==> src/rtl/pp_package.sv <==
// Shared constants and types for the packet_parser ingress path.
package pp_package;

    localparam int DATA_WIDTH         = 64;
    localparam int HDR_BEATS          = 4;
    localparam int HEADER_SLICE_WIDTH = DATA_WIDTH * HDR_BEATS;

    typedef enum logic {
        S_HDR,
        S_BODY
    } slicer_state_t;

    // Width of a counter that must hold 0..n-1 (at least one bit).
    function automatic int cnt_width(input int n);
        return (n > 1) ? $clog2(n) : 1;
    endfunction

endpackage

==> src/rtl/axis_out_reg.sv <==
// One-deep registered AXI-Stream output stage.
// The stage can take a new beat whenever it is empty or its current beat is
// being consumed in this cycle; that condition is exported as load_en.
module axis_out_reg #(
    parameter int DATA_WIDTH = 64
) (
    input  logic                    clk,
    input  logic                    rst,
    input  logic                    in_valid,
    input  logic [DATA_WIDTH-1:0]   in_data,
    input  logic [DATA_WIDTH/8-1:0] in_keep,
    input  logic                    in_last,
    output logic                    load_en,
    output logic [DATA_WIDTH-1:0]   m_axis_tdata,
    output logic [DATA_WIDTH/8-1:0] m_axis_tkeep,
    output logic                    m_axis_tvalid,
    output logic                    m_axis_tlast,
    input  logic                    m_axis_tready
);

    assign load_en = !m_axis_tvalid || m_axis_tready;

    // Output register: refill or drain whenever the stage is free to move.
    always_ff @(posedge clk or posedge rst) begin
        if (rst) begin
            m_axis_tvalid <= 1'b0;
            m_axis_tdata  <= '0;
            m_axis_tkeep  <= '0;
            m_axis_tlast  <= 1'b0;
        end else if (load_en) begin
            m_axis_tvalid <= in_valid;
            if (in_valid) begin
                m_axis_tdata <= in_data;
                m_axis_tkeep <= in_keep;
                m_axis_tlast <= in_last;
            end
        end
    end

endmodule

==> src/rtl/axis_header_slicer.sv <==
// Ingress stage for packet_parser: captures the first HDR_BEATS beats of each
// packet into one wide header slice and forwards every beat through a
// registered AXI-Stream output. Stalls a new packet at beat 0 while the
// previous slice has not been taken by the parser.
// Optional build macro HDR_SLICER_STATS_EN adds saturating pkt_count and
// short_count outputs.
module axis_header_slicer #(
    parameter int DATA_WIDTH = pp_package::DATA_WIDTH,
    parameter int HDR_BEATS  = pp_package::HDR_BEATS
) (
    input  logic                            clk,
    input  logic                            rst,
    input  logic [DATA_WIDTH-1:0]           s_axis_tdata,
    input  logic [DATA_WIDTH/8-1:0]         s_axis_tkeep,
    input  logic                            s_axis_tvalid,
    input  logic                            s_axis_tlast,
    output logic                            s_axis_tready,
    output logic [DATA_WIDTH-1:0]           m_axis_tdata,
    output logic [DATA_WIDTH/8-1:0]         m_axis_tkeep,
    output logic                            m_axis_tvalid,
    output logic                            m_axis_tlast,
    input  logic                            m_axis_tready,
    output logic [DATA_WIDTH*HDR_BEATS-1:0] header_slice,
    output logic                            hdr_valid,
    output logic                            hdr_short,
`ifdef HDR_SLICER_STATS_EN
    output logic [31:0]                     pkt_count,
    output logic [15:0]                     short_count,
`endif
    input  logic                            hdr_ready
);

    import pp_package::*;

    localparam int SLICE_W = DATA_WIDTH * HDR_BEATS;
    localparam int KEEP_W  = DATA_WIDTH / 8;
    localparam int CNT_W   = cnt_width(HDR_BEATS);
    localparam logic [CNT_W-1:0] LAST_CNT = CNT_W'(HDR_BEATS - 1);

    slicer_state_t        state, state_n;
    logic [CNT_W-1:0]     beat_cnt, cnt_n;
    logic [SLICE_W-1:0]   slice_n;
    logic                 hdr_valid_n;
    logic                 hdr_short_n;
    logic [DATA_WIDTH-1:0] masked;
    logic                 load_en;
    logic                 beat_acc;

    assign s_axis_tready = load_en && !(state == S_HDR && hdr_valid);
    assign beat_acc      = s_axis_tvalid && s_axis_tready;

    axis_out_reg #(
        .DATA_WIDTH(DATA_WIDTH)
    ) u_out (
        .clk          (clk),
        .rst          (rst),
        .in_valid     (beat_acc),
        .in_data      (s_axis_tdata),
        .in_keep      (s_axis_tkeep),
        .in_last      (s_axis_tlast),
        .load_en      (load_en),
        .m_axis_tdata (m_axis_tdata),
        .m_axis_tkeep (m_axis_tkeep),
        .m_axis_tvalid(m_axis_tvalid),
        .m_axis_tlast (m_axis_tlast),
        .m_axis_tready(m_axis_tready)
    );

    // Zero the bytes of the incoming word whose tkeep bit is clear.
    always_comb begin
        masked = s_axis_tdata;
        for (int unsigned i = 0; i < KEEP_W; i++) begin
            if (!s_axis_tkeep[i]) begin
                masked[8*i +: 8] = '0;
            end
        end
    end

    // Next-state logic for the header FSM, beat counter and slice.
    // The slice is cleared on beat 0, so a short packet's uncaptured words
    // are already zero when hdr_valid rises.
    always_comb begin
        state_n     = state;
        cnt_n       = beat_cnt;
        slice_n     = header_slice;
        hdr_valid_n = hdr_valid;
        hdr_short_n = hdr_short;

        if (hdr_valid && hdr_ready) begin
            hdr_valid_n = 1'b0;
        end

        case (state)
            S_HDR: begin
                if (beat_acc) begin
                    if (beat_cnt == '0) begin
                        slice_n = '0;
                    end
                    for (int unsigned b = 0; b < HDR_BEATS; b++) begin
                        if (beat_cnt == CNT_W'(b)) begin
                            slice_n[SLICE_W-1-b*DATA_WIDTH -: DATA_WIDTH] = masked;
                        end
                    end
                    if (beat_cnt == LAST_CNT) begin
                        hdr_valid_n = 1'b1;
                        hdr_short_n = 1'b0;
                        cnt_n       = '0;
                        state_n     = s_axis_tlast ? S_HDR : S_BODY;
                    end else if (s_axis_tlast) begin
                        hdr_valid_n = 1'b1;
                        hdr_short_n = 1'b1;
                        cnt_n       = '0;
                    end else begin
                        cnt_n = beat_cnt + 1'b1;
                    end
                end
            end
            S_BODY: begin
                if (beat_acc && s_axis_tlast) begin
                    state_n = S_HDR;
                    cnt_n   = '0;
                end
            end
            default: begin
                state_n = S_HDR;
                cnt_n   = '0;
            end
        endcase
    end

    // State, counter and header output registers.
    always_ff @(posedge clk or posedge rst) begin
        if (rst) begin
            state        <= S_HDR;
            beat_cnt     <= '0;
            header_slice <= '0;
            hdr_valid    <= 1'b0;
            hdr_short    <= 1'b0;
        end else begin
            state        <= state_n;
            beat_cnt     <= cnt_n;
            header_slice <= slice_n;
            hdr_valid    <= hdr_valid_n;
            hdr_short    <= hdr_short_n;
        end
    end

`ifdef HDR_SLICER_STATS_EN
    logic short_cap;

    assign short_cap = (state == S_HDR) && beat_acc && s_axis_tlast && (beat_cnt != LAST_CNT);

    // Saturating packet and short-header counters.
    always_ff @(posedge clk or posedge rst) begin
        if (rst) begin
            pkt_count   <= '0;
            short_count <= '0;
        end else begin
            if (beat_acc && s_axis_tlast && (pkt_count != '1)) begin
                pkt_count <= pkt_count + 1'b1;
            end
            if (short_cap && (short_count != '1)) begin
                short_count <= short_count + 1'b1;
            end
        end
    end
`endif

endmodule

==> config.mk <==
export PLATFORM = sky130hd
export DESIGN_NAME = axis_header_slicer
export DESIGN_NICKNAME = d
export VERILOG_FILES = /design/src/rtl/pp_package.sv /design/src/rtl/axis_out_reg.sv /design/src/rtl/axis_header_slicer.sv
export SDC_FILE = /design/constraint.sdc
export NUM_CORES = 1
export LEC_CHECK = 0
export ABC_AREA = 1
export CAP_MARGIN = 30
export CORE_UTILIZATION = 53
export CTS_BUF_LIST = sky130_fd_sc_hd__clkbuf_8 sky130_fd_sc_hd__clkbuf_16
export DETAILED_ROUTE_END_ITERATION = 10
export GPL_TIMING_DRIVEN = 0
export PLACE_DENSITY_LB_ADDON = 0.15
export SETUP_SLACK_MARGIN = 0.2
export SYNTH_ARGS = -nofsm -noshare
export SYNTH_HDL_FRONTEND = slang
export SYNTH_SLANG_ARGS = --single-unit
==> constraint.sdc <==
create_clock -name clk -period 34.7 [get_ports clk]
set_input_delay 6.94 -clock clk [delete_from_list [all_inputs] [get_ports clk]]
set_output_delay 6.94 -clock clk [all_outputs]
set_load 0.05 [all_outputs]
==> implementation parameters, run 1 <==
Parameter                              Value

Yosys
  Adder and majority cell fraction of the synthesized area    0.6234%
  Mux share of post-synthesis cell area    0%
  Combinational family with the most area after synthesis    simple AND/OR/NAND/NOR gates
  Register bit total from synthesis    335
  Cell variety after synth    17
  Post-synth design cell area    16060 um2
  Synth Area per Inst    7.723 um2
  Post-Synth XOR/XNOR Area    0%
  Gate count after technology mapping    2079
  Sequential fraction of the synthesis area    52.21%
  Synthesized-area fraction occupied by and/or/nand/nor cells    25.37%
  Complex-gate fraction of the synthesized area    12.09%
  Net Count, Synth    2165
  Synth warnings    0

Final layout
  Number of fillers in the final layout    2283
  Area overhead of the layout relative to synthesis    36.21%
  Reg area    8383 um2
  Footprint of the multi-input gates    6113 um2
  Number of antenna cells inserted    0
  Share of cells above drive strength 1    4.271%
  Final nets    2610

Clock network
  Number of buffers added by the clock tree synthesis step    37
  Worst-skew pair later-pin latency    0.53 ns
  Cts-stage hold buffer count    0
  CTS H-tree lvls    2
  TritonCTS clock tree    yes
  Library cell used as clock root buffer    clkbuf_16
  Clock transition at the registers of the reported paths    0.06 ns
  Max Buffers Root-to-Sink    3
  Count of instances resized after the clock tree is built    0
  Clock sink count    335
  Postcts setup bufs    0

Critical path
  Bufs and invs on worst path    4
  Worst endpoint required time    27.76 ns
  Crit path max-delay cell type    clkdlybuf4s50_1
  Critical Path End Type    primary output
  Crit path top cell by count    clkdlybuf4s50_1
  Slack of the worst reg-to-reg path    32.15 ns
  Kind of cell adding the most delay to the critical path    buffers and inverters
  Data arrival time at the worst-slack endpoint    8.62 ns
  Cells along the critical path    clkdlybuf4s50_1, inv_2, nand2_2, nand2_1, inv_1, clkdlybuf4s50_1
  Largest stage delay on the critical path    0.86 ns
  Worst-path fanout max    5
  Startpoint kind of the worst setup timing path    input pin
  Critical path start-end classification    in2out

Power
  Leakage power of the design    11.15 nW
  Worst voltage drop across the vdd grid    0.00005466 V
  Power Density    93.30 nW/um2
  Total power of the final layout    2.041 mW

GRT
  First-pass GRT wire length    82540 um
  Pin count of the biggest net entering global routing    112
  Combined global-route utilization of all metal layers    34.89%
  Sum of overflow across all layers after global routing    0
  Number of antenna violations at the first check in global routing    0
  Via count of the first global-routing pass    14480

Floorplan
  Effective utilization at floorplan    54.03%
  Number of top-level design ports    411
  Floorplan die area    30990 um2
  # rows    63
  Die height    176.1 um
  DIE WIDTH    176.1 um
  Core Box Area    29720 um2

Route
  Iter 0 DRT Violations    1079
  Remaining antenna violation count after routing    0
  Average wire length per cell after detail routing    18.24 um
  Aggregate routed wire length    53670 um
  Initial DRT Pass Iterations    5
  Remaining design rule violation count    0
  Total number of vias    15040
  Ratio of routed vias to standard cells    5.111

Timing
  Final Hold Fails    0
  Unrepaired setup endpoints after global routing    false
  Setup total negative slack    0 ns
  Slew headroom    36.93%
  Worst hold slack    0.4798 ns
  Actual transition at the worst max-transition pin    0.9451 ns
  Ratio of final minimum period to clock period    44.85%
  Final critical path time including I/O delays and setup    15.56 ns
  Number of max-slew violations in the final report    0
  Max Clk Rate    64.26 MHz
  Maximum clock skew at final layout    0.01833 ns
  Setup-violating endpoint count in the final report    0

Min path
  Class of the tightest hold or removal check    reg2reg

Placed design
  Routability congestion estimate from global placement    0.8774
  Detailed placer's ending HPWL    38090 um
  Count of buffers inserted at the top-level ports    402

Run status
  Outcome    finished clean

Run
  Max Cap Viol    0
-- path summary, 6_finish.rpt --
path / startpoint / to / cells after the start
max: m_axis_tready / s_axis_tready / 6
min: u_out.m_axis_tlast / u_out.m_axis_tlast / 2
max reg2reg: beat_cnt[0] / header_slice[71] / 7
min reg2reg: u_out.m_axis_tlast / u_out.m_axis_tlast / 2
max in group asynchronous: rst / u_out.m_axis_tdata[28] / 3
min in group asynchronous: rst / header_slice[247] / 2
-- cells in the final DEF (no fill, tap or decap), types with 4 or more instances in the layout --
master	n
clkbuf_8	6
inv_1	279
clkbuf_1	66
clkinv_2	7
nor2_2	4
buf_1	26
ha_1	8
nor2_1	260
clkbuf_16	37
nand2_1	802
buf_2	37
inv_2	5
clkdlybuf4s50_1	402
o21bai_1	257
dfrtp_1	335
-- report_power, final --
part | switching [mW] | leakage [nW] | internal [mW]
clock network | 0.163 | 0.641 | 0.230
registers | 0.0633 | 4.48 | 0.494
logic | 0.789 | 6.03 | 0.301
-- synth_stat cells --
master / n / area (um2)
nand2_1: 802 / 3010
inv_2: 5 / 18.77
nand4_4: 1 / 21.27
nand3_1: 3 / 15.01
nor2_2: 4 / 25.02
clkbuf_1: 66 / 247.7
inv_1: 269 / 1010
ha_1: 8 / 100.1
buf_1: 26 / 97.59
nand2_2: 1 / 6.260
nor2_1: 260 / 975.9
o21bai_1: 257 / 1929
dfrtp_1: 335 / 8383
a21oi_1: 1 / 5.000
nand4_1: 3 / 18.77
buf_2: 37 / 185.2
o22ai_1: 1 / 6.260
-- per-layer routing --
metal | share of wire (%) | up-vias | GRT usage (%)
met3 | 9.2 | 127 | 8.786
li1 | - | 7088 | -
met5 | 0 | - | 0
met2 | 46 | 672 | 56.05
met1 | 40 | 7151 | 44.52
met4 | 4.8 | 0 | 15.72
-- sequential cells by signal, indices dropped and copies added (netlist names), 2 cells and up --
register            count
u_out.m_axis_tdata     64
beat_cnt                2
u_out.m_axis_tkeep      8
header_slice          256
-- logic make-up after synthesis --
group | after synthesis
adder cells (fa/ha/maj) | 8
AO/OA/AOI/OAI | 259
flip-flops | 335
buffers and inverters | 403
AND/OR/NAND/NOR | 1074
-- worst register-to-register path: cells and delay by family (launching register included) --
family | cells | cell delay, ns
flip-flops | 1 | 0.46
adder cells (fa/ha/maj) | 1 | 0.27
buffers and inverters | 3 | 1.31
AO/OA/AOI/OAI | 1 | 0.17
AND/OR/NAND/NOR | 2 | 0.27
-- through the flow --
step	setup slack, ns	instance area, um2	util [%]	cells
floorplan	18.48	16060	-	2079
global placement	14.16	20570	69.21	2871
detailed placement	19.17	20670	69.55	2875
CTS	19.15	21870	73.59	2942
global route	19.12	21870	73.59	2942
finish	19.14	21870	73.59	2942
-- layout make-up --
cell class | count | area share (%)
clock inverters | 24 | 0.8811
repair buffers | 406 | 18.83
plain buffers | 129 | 2.426
inverters | 274 | 4.737
well taps | 390 | 2.231
multi-input cells | 1341 | 27.95
flip-flops and latches | 335 | 38.33
clock buffers | 43 | 4.611
Note: power is estimated with default switching activity, not from simulation.
==> run 2, diff against run 1 <==
- CORE_UTILIZATION: 53 -> 45
- clock period: 34.7 -> 13.3 ns (I/O delays scaled with it)
==> run 2 against run 1 <==
Net effect:
- power increased to 2.6 times the previous value
- clock-buffer cell count is 1 higher
- critical path depth unchanged
- core utilization shrank 10 points
- via count down 1.4%
- non-clock buffer count shrank 1
- critical endpoint unchanged
- largest cell class unchanged
==> implementation parameters, run 2 (same netlist as run 1, synthesis figures left out) <==
Parameter                              Value

Final layout
  Max FFs per register    256 (unchanged)
  Most frequent standard cell in the layout excluding fill and tap cells    nand2_1
  Share of cells above drive strength 1    4.042% (-0.23 points)
  Final nets    2610 (unchanged)
  Most frequent cells in the layout    nand2_1 (802), clkdlybuf4s50_1 (402), dfrtp_1 (335)
  Reg area    8383 um2 (unchanged)
  Register with the most flip-flops    header_slice
  Area overhead of the layout relative to synthesis    36.88%
  Footprint of the multi-input gates    6113 um2 (unchanged)
  Number of fillers in the final layout    3095 (+36%)
  Registers with the most flip-flops    header_slice: 256 flops, u_out.m_axis_tdata: 64 flops, u_out.m_axis_tkeep: 8 flops
  Final standard cell count with taps included and fillers excluded    3004 (+2.1%)

Floorplan
  Number of top-level design ports    411 (unchanged)
  # rows    68 (+7.9%)
  Effective utilization at floorplan    46.14% (-7.9 points)
  DIE WIDTH    190.9 um (+8.4%)
  Floorplan die area    36440 um2 (+18%)
  Die height    190.9 um (+8.4%)
  Core Box Area    34800 um2 (+17%)

Timing
  Actual transition at the worst max-transition pin    1.006 ns (+0.06088 ns)
  Setup total negative slack    0 ns (unchanged)
  Unrepaired setup endpoints after global routing    false
  Max Clk Rate    142.9 MHz
  Final Hold Fails    0 (unchanged)
  Setup-violating endpoint count in the final report    0 (unchanged)
  Maximum clock skew at final layout    0.01177 ns (-0.006554 ns)
  Worst setup margin    6.303 ns (-12.83 ns)
  Final critical path time including I/O delays and setup    6.997 ns
  Ratio of final minimum period to clock period    52.61%
  Slew headroom    32.86% (-4.1 points)
  Worst hold slack    0.4793 ns (-0.0005070 ns)
  Number of max-slew violations in the final report    0 (unchanged)

Clock network
  Cts-stage hold buffer count    0 (unchanged)
  TritonCTS clock tree    yes
  Library cell used as clock root buffer    clkbuf_16
  Clock sink count    335 (unchanged)
  Count of instances resized after the clock tree is built    0 (unchanged)
  Worst-skew pair later-pin latency    0.53 ns (about the same)
  CTS H-tree lvls    2 (unchanged)
  Postcts setup bufs    0 (unchanged)
  Clock transition at the registers of the reported paths    0.06 ns (about the same)
  Max Buffers Root-to-Sink    3 (unchanged)
  Number of buffers added by the clock tree synthesis step    38 (+2.7%)

Route
  Iter 0 DRT Violations    933 (-14%)
  Remaining design rule violation count    0 (unchanged)
  Aggregate routed wire length    55020 um (+2.5%)
  Remaining antenna violation count after routing    0 (unchanged)
  Ratio of routed vias to standard cells    4.934 (-3.5%)
  Amount of wire on met3 after detailed routing    5123 um (+3.4%)
  Total number of vias    14820 (-1.4%)
  Max Used Layer    met5
  Average wire length per cell after detail routing    18.32 um (+0.39%)
  Routed wl met2    25330 um (+1.8%)
  Initial DRT Pass Iterations    5 (unchanged)
  Wire length on met1    22230 um (+4.5%)

Critical path
  Worst-path fanout max    5 (unchanged)
  Data arrival time at the worst-slack endpoint    4.34 ns (-4.28 ns)
  Critical Path End Type    primary output
  Startpoint kind of the worst setup timing path    input pin
  Critical path start-end classification    in2out
  Slack of the worst reg-to-reg path    10.67 ns (-21.48 ns)
  Last element of the critical path    s_axis_tready
  Worst endpoint required time    10.64 ns (-17.12 ns)
  Worst Reg-to-Reg Cells    7 (unchanged)
  Launch instance of the worst register-to-register path    beat_cnt[0]
  Crit Reg-Reg Endpoint    header_slice[141]
  Launching instance or port of the critical path    m_axis_tready

Min path
  Class of the tightest hold or removal check    reg2reg

GRT
  Sum of overflow across all layers after global routing    0 (unchanged)
  First-pass GRT wire length    84440 um (+2.3%)
  Combined global-route utilization of all metal layers    30.45% (-4.4 points)
  Pin count of the biggest net entering global routing    122 (+8.9%)
  Via count of the first global-routing pass    14830 (+2.4%)
  Number of antenna violations at the first check in global routing    4 (+4)

Power
  Power Density    244.2 nW/um2 (+160%)
  Worst voltage drop across the vdd grid    0.0001464 V (+170%)
  Leakage power of the design    11.16 nW (about the same)

Placed design
  Number of placed instances with taps included    2939 (+2.2%)
  Routability congestion estimate from global placement    0.9118 (+3.9%)
  Count of buffers inserted at the top-level ports    402 (unchanged)
  Post-placement setup slack    6.313 ns (-12.86 ns)
  Detailed placer's ending HPWL    39420 um (+3.5%)

Run status
  Outcome    finished clean

Run
  Max Cap Viol    0 (unchanged)
run 2: cell count changes in the layout (fill, tap and decap cells not counted):
cell	previous run	this run
clkbuf_16	37	41
clkinv_2	7	3
clkbuf_8	6	3
inv_6	3	0
inv_1	279	281
buf_16	3	2
bufinv_16	3	4
diode_2	0	1
run 2: worst max-delay path, cell delays in order:
cell             delay [ns]
clkdlybuf4s50_1        0.47
inv_2                  0.04
nand2_2                0.14
nand2_1                0.10
inv_1                  0.07
clkdlybuf4s50_1        0.84
run 2: final cells by class:
class / count / area share (%)
inverters: 274 / 4.714
well taps: 455 / 2.591
flip-flops and latches: 335 / 38.15
diodes: 1 / 0.01139
multi-input cells: 1341 / 27.82
clock inverters: 20 / 0.8369
repair buffers: 405 / 18.61
plain buffers: 129 / 2.414
clock buffers: 44 / 4.857
run 2: per-stage QoR:
stage,instance area [um2],power [mW],utilization (%)
finish,21980,5.366,63.15
global route,21980,5.631,63.15
CTS,21970,5.384,63.15
detailed placement,20720,4.311,59.55
global placement,20650,4.267,59.34
floorplan,16060,3.267,-
run 2: worst min path at each step:
stage	start	endpoint	slack [ns]	cells past startpoint
after global routing	u_out.m_axis_tdata[39]	u_out.m_axis_tdata[39]	0.50	2
after floorplan	state	beat_cnt[0]	0.56	3
after detailed placement	u_out.m_axis_tdata[60]	u_out.m_axis_tdata[60]	0.46	2
after CTS	u_out.m_axis_tdata[60]	u_out.m_axis_tdata[60]	0.48	2
after global placement	u_out.m_axis_tlast	u_out.m_axis_tlast	0.46	2
final	u_out.m_axis_tdata[5]	u_out.m_axis_tdata[5]	0.48	2
run 2: where the power goes:
group	total, mW	switching, mW	internal [mW]
clock network	1.06	0.417	0.644
logic	2.85	2.06	0.785
registers	1.46	0.167	1.29
total	5.37	2.65	2.72
run 2: metal layers:
| layer | global-route usage, % | up-vias |
|---|---|---|
| li1 | - | 7090 |
| met1 | 38.57 | 7033 |
| met2 | 49.76 | 575 |
| met3 | 7.729 | 123 |
| met4 | 11.88 | 2 |
| met5 | 0 | - |
==> run 3, diff against run 2 <==
- clock period: 13.3 -> 5.6 ns (I/O delays scaled with it)
==> run 3 against run 2 <==
Net effect:
- critical path depth unchanged
- global-route usage is 0.24 points higher
- sequential power increased by 140%
- sequential share of layout area is 0.14 points lower
- flip-flop and latch count unchanged
- final area grew 0.38%
- cell count grew 0.30%
- clock power is 130% higher
==> implementation parameters, run 3 (same netlist as run 1, synthesis figures left out) <==
Parameter                              Value

Final layout
  Number of antenna cells inserted    0 (-1)
  Final nets    2617 (+0.27%)
  Final core utilization    63.39% (+0.24 points)
  Total non-filler cell area in the finished layout    22060 um2 (+0.38%)
  Number of fillers in the final layout    3114 (+0.61%)
  Max FFs per register    256 (unchanged)
  Registers with the most flip-flops    header_slice: 256 flops, u_out.m_axis_tdata: 64 flops, u_out.m_axis_tkeep: 8 flops
  Most frequent standard cell in the layout excluding fill and tap cells    nand2_1
  Most frequent cells in the layout    nand2_1 (802), clkdlybuf4s50_1 (402), dfrtp_1 (335)
  Area overhead of the layout relative to synthesis    37.39%
  Share of cells above drive strength 1    4.613% (+0.57 points)
  Register with the most flip-flops    header_slice

Timing
  Slew headroom    33.51% (+0.65 points)
  Max Clk Rate    253.9 MHz
  Setup total negative slack    0 ns (unchanged)
  Actual transition at the worst max-transition pin    0.9962 ns (-0.009739 ns)
  Worst setup margin    1.661 ns (-4.642 ns)
  Setup-violating endpoint count in the final report    0 (unchanged)
  Unrepaired setup endpoints after global routing    false
  Maximum clock skew at final layout    0.006156 ns (-0.005618 ns)
  Worst hold slack    0.4722 ns (-0.007098 ns)
  Final Hold Fails    0 (unchanged)
  Ratio of final minimum period to clock period    70.33%
  Number of max-slew violations in the final report    0 (unchanged)
  Final critical path time including I/O delays and setup    3.939 ns

Clock network
  Cts-stage hold buffer count    0 (unchanged)
  Count of instances resized after the clock tree is built    0 (unchanged)
  Clock sink count    335 (unchanged)
  Worst-skew pair later-pin latency    0.53 ns (about the same)
  TritonCTS clock tree    yes
  Number of buffers added by the clock tree synthesis step    38 (unchanged)
  Postcts setup bufs    0 (unchanged)
  CTS H-tree lvls    2 (unchanged)
  Library cell used as clock root buffer    clkbuf_16
  Max Buffers Root-to-Sink    3 (unchanged)
  Clock transition at the registers of the reported paths    0.06 ns (about the same)

GRT
  Pin count of the biggest net entering global routing    42 (-66%)
  Sum of overflow across all layers after global routing    0 (unchanged)
  Combined global-route utilization of all metal layers    30.69% (+0.24 points)
  First-pass GRT wire length    84950 um (+0.61%)
  Via count of the first global-routing pass    14670 (-1.0%)
  Number of antenna violations at the first check in global routing    2 (-2)

Critical path
  Launch instance of the worst register-to-register path    beat_cnt[0]
  Crit Reg-Reg Endpoint    header_slice[104]
  Worst-path fanout max    5 (unchanged)
  Slack of the worst reg-to-reg path    3.05 ns (-7.62 ns)
  Worst Reg-to-Reg Cells    7 (unchanged)
  Critical Path End Type    primary output
  Worst endpoint required time    4.48 ns (-6.16 ns)
  Startpoint kind of the worst setup timing path    input pin
  Critical path start-end classification    in2out
  Data arrival time at the worst-slack endpoint    2.82 ns (-1.52 ns)

Route
  Aggregate routed wire length    55350 um (+0.59%)
  Ratio of routed vias to standard cells    4.888 (-0.93%)
  Initial DRT Pass Iterations    5 (unchanged)
  Total number of vias    14730 (-0.63%)
  Average wire length per cell after detail routing    18.37 um (+0.29%)
  Remaining antenna violation count after routing    0 (unchanged)
  Remaining design rule violation count    0 (unchanged)
  Iter 0 DRT Violations    1046 (+12%)

Power
  Worst voltage drop across the vdd grid    0.0003355 V (+130%)
  Power Density    573.9 nW/um2 (+140%)
  Leakage power of the design    11.18 nW (+0.18%)

Floorplan
  Effective utilization at floorplan    46.14% (unchanged)
  DIE WIDTH    190.9 um (unchanged)
  Number of top-level design ports    411 (unchanged)
  Core Box Area    34800 um2 (unchanged)
  # rows    68 (unchanged)
  Floorplan die area    36440 um2 (unchanged)
  Die height    190.9 um (unchanged)

Placed design
  Routability congestion estimate from global placement    0.8843 (-3.0%)
  Cell area after placement    20840 um2 (+0.59%)
  Detailed placer's ending HPWL    40110 um (+1.7%)
  Count of buffers inserted at the top-level ports    402 (unchanged)
  Post-placement setup slack    1.673 ns (-4.640 ns)

Run
  Max Cap Viol    0 (unchanged)

Run status
  Outcome    finished clean

Min path
  Instance count along the most critical hold path    2 (unchanged)
  Startpoint of the lowest-slack hold path    u_out.m_axis_tlast
  Class of the tightest hold or removal check    reg2reg
  Hold EP    u_out.m_axis_tlast
-- run 3: area by class of cell --
class / instances / area (um2) / area share, %
Multi-Input combinational cell: 1341 / 6113 / 27.71
Inverter: 274 / 1032 / 4.680
Timing Repair Buffer: 412 / 4215 / 19.11
Clock buffer: 50 / 1127 / 5.111
Sequential cell: 335 / 8383 / 38.00
Buffer: 129 / 530.5 / 2.405
Tap cell: 455 / 569.3 / 2.581
Clock inverter: 17 / 87.58 / 0.3970
-- run 3: through the flow --
stage	instances	total power, mW
after floorplan	2079	7.761
after global placement	2936	10.12
after detailed placement	2946	10.24
after CTS	3013	12.70
after global routing	3013	13.29
final	3013	12.66
-- run 3: critical path: stages --
cell             delay (ns)
clkdlybuf4s50_1        0.47
inv_2                  0.04
nand2_2                0.15
nand2_1                0.10
inv_1                  0.07
clkdlybuf4s50_1        0.86
-- run 3: layer usage --
metal  wire length, um  share of wire, %  track usage, %  up-vias
li1                  -                 -               -     7108
met3              5352               9.7           8.796       91
met5                27             0.049               0        -
met1             22400                40           39.06     6979
met2             26130                47           50.82      547
met4              1429               2.6           8.338        4
-- run 3: where the power goes --
group,internal (mW),leakage [nW],switching [mW]
Sequential,3.06,4.48,0.383
Clock,1.41,0.631,1.02
Combinational,1.87,6.07,4.92
-- run 3: how the worst max path moves through the flow --
stage	slack, ns	start	end	cells past startpoint
3_3_place_gp	-2.55	rst	header_slice[153]	2
5_1_grt	1.59	m_axis_tready	s_axis_tready	6
3_5_place_dp	1.67	m_axis_tready	s_axis_tready	6
2_1_floorplan	0.003	rst	beat_cnt[0]	1
4_1_cts	1.66	m_axis_tready	s_axis_tready	6
6_report	1.66	m_axis_tready	s_axis_tready	6
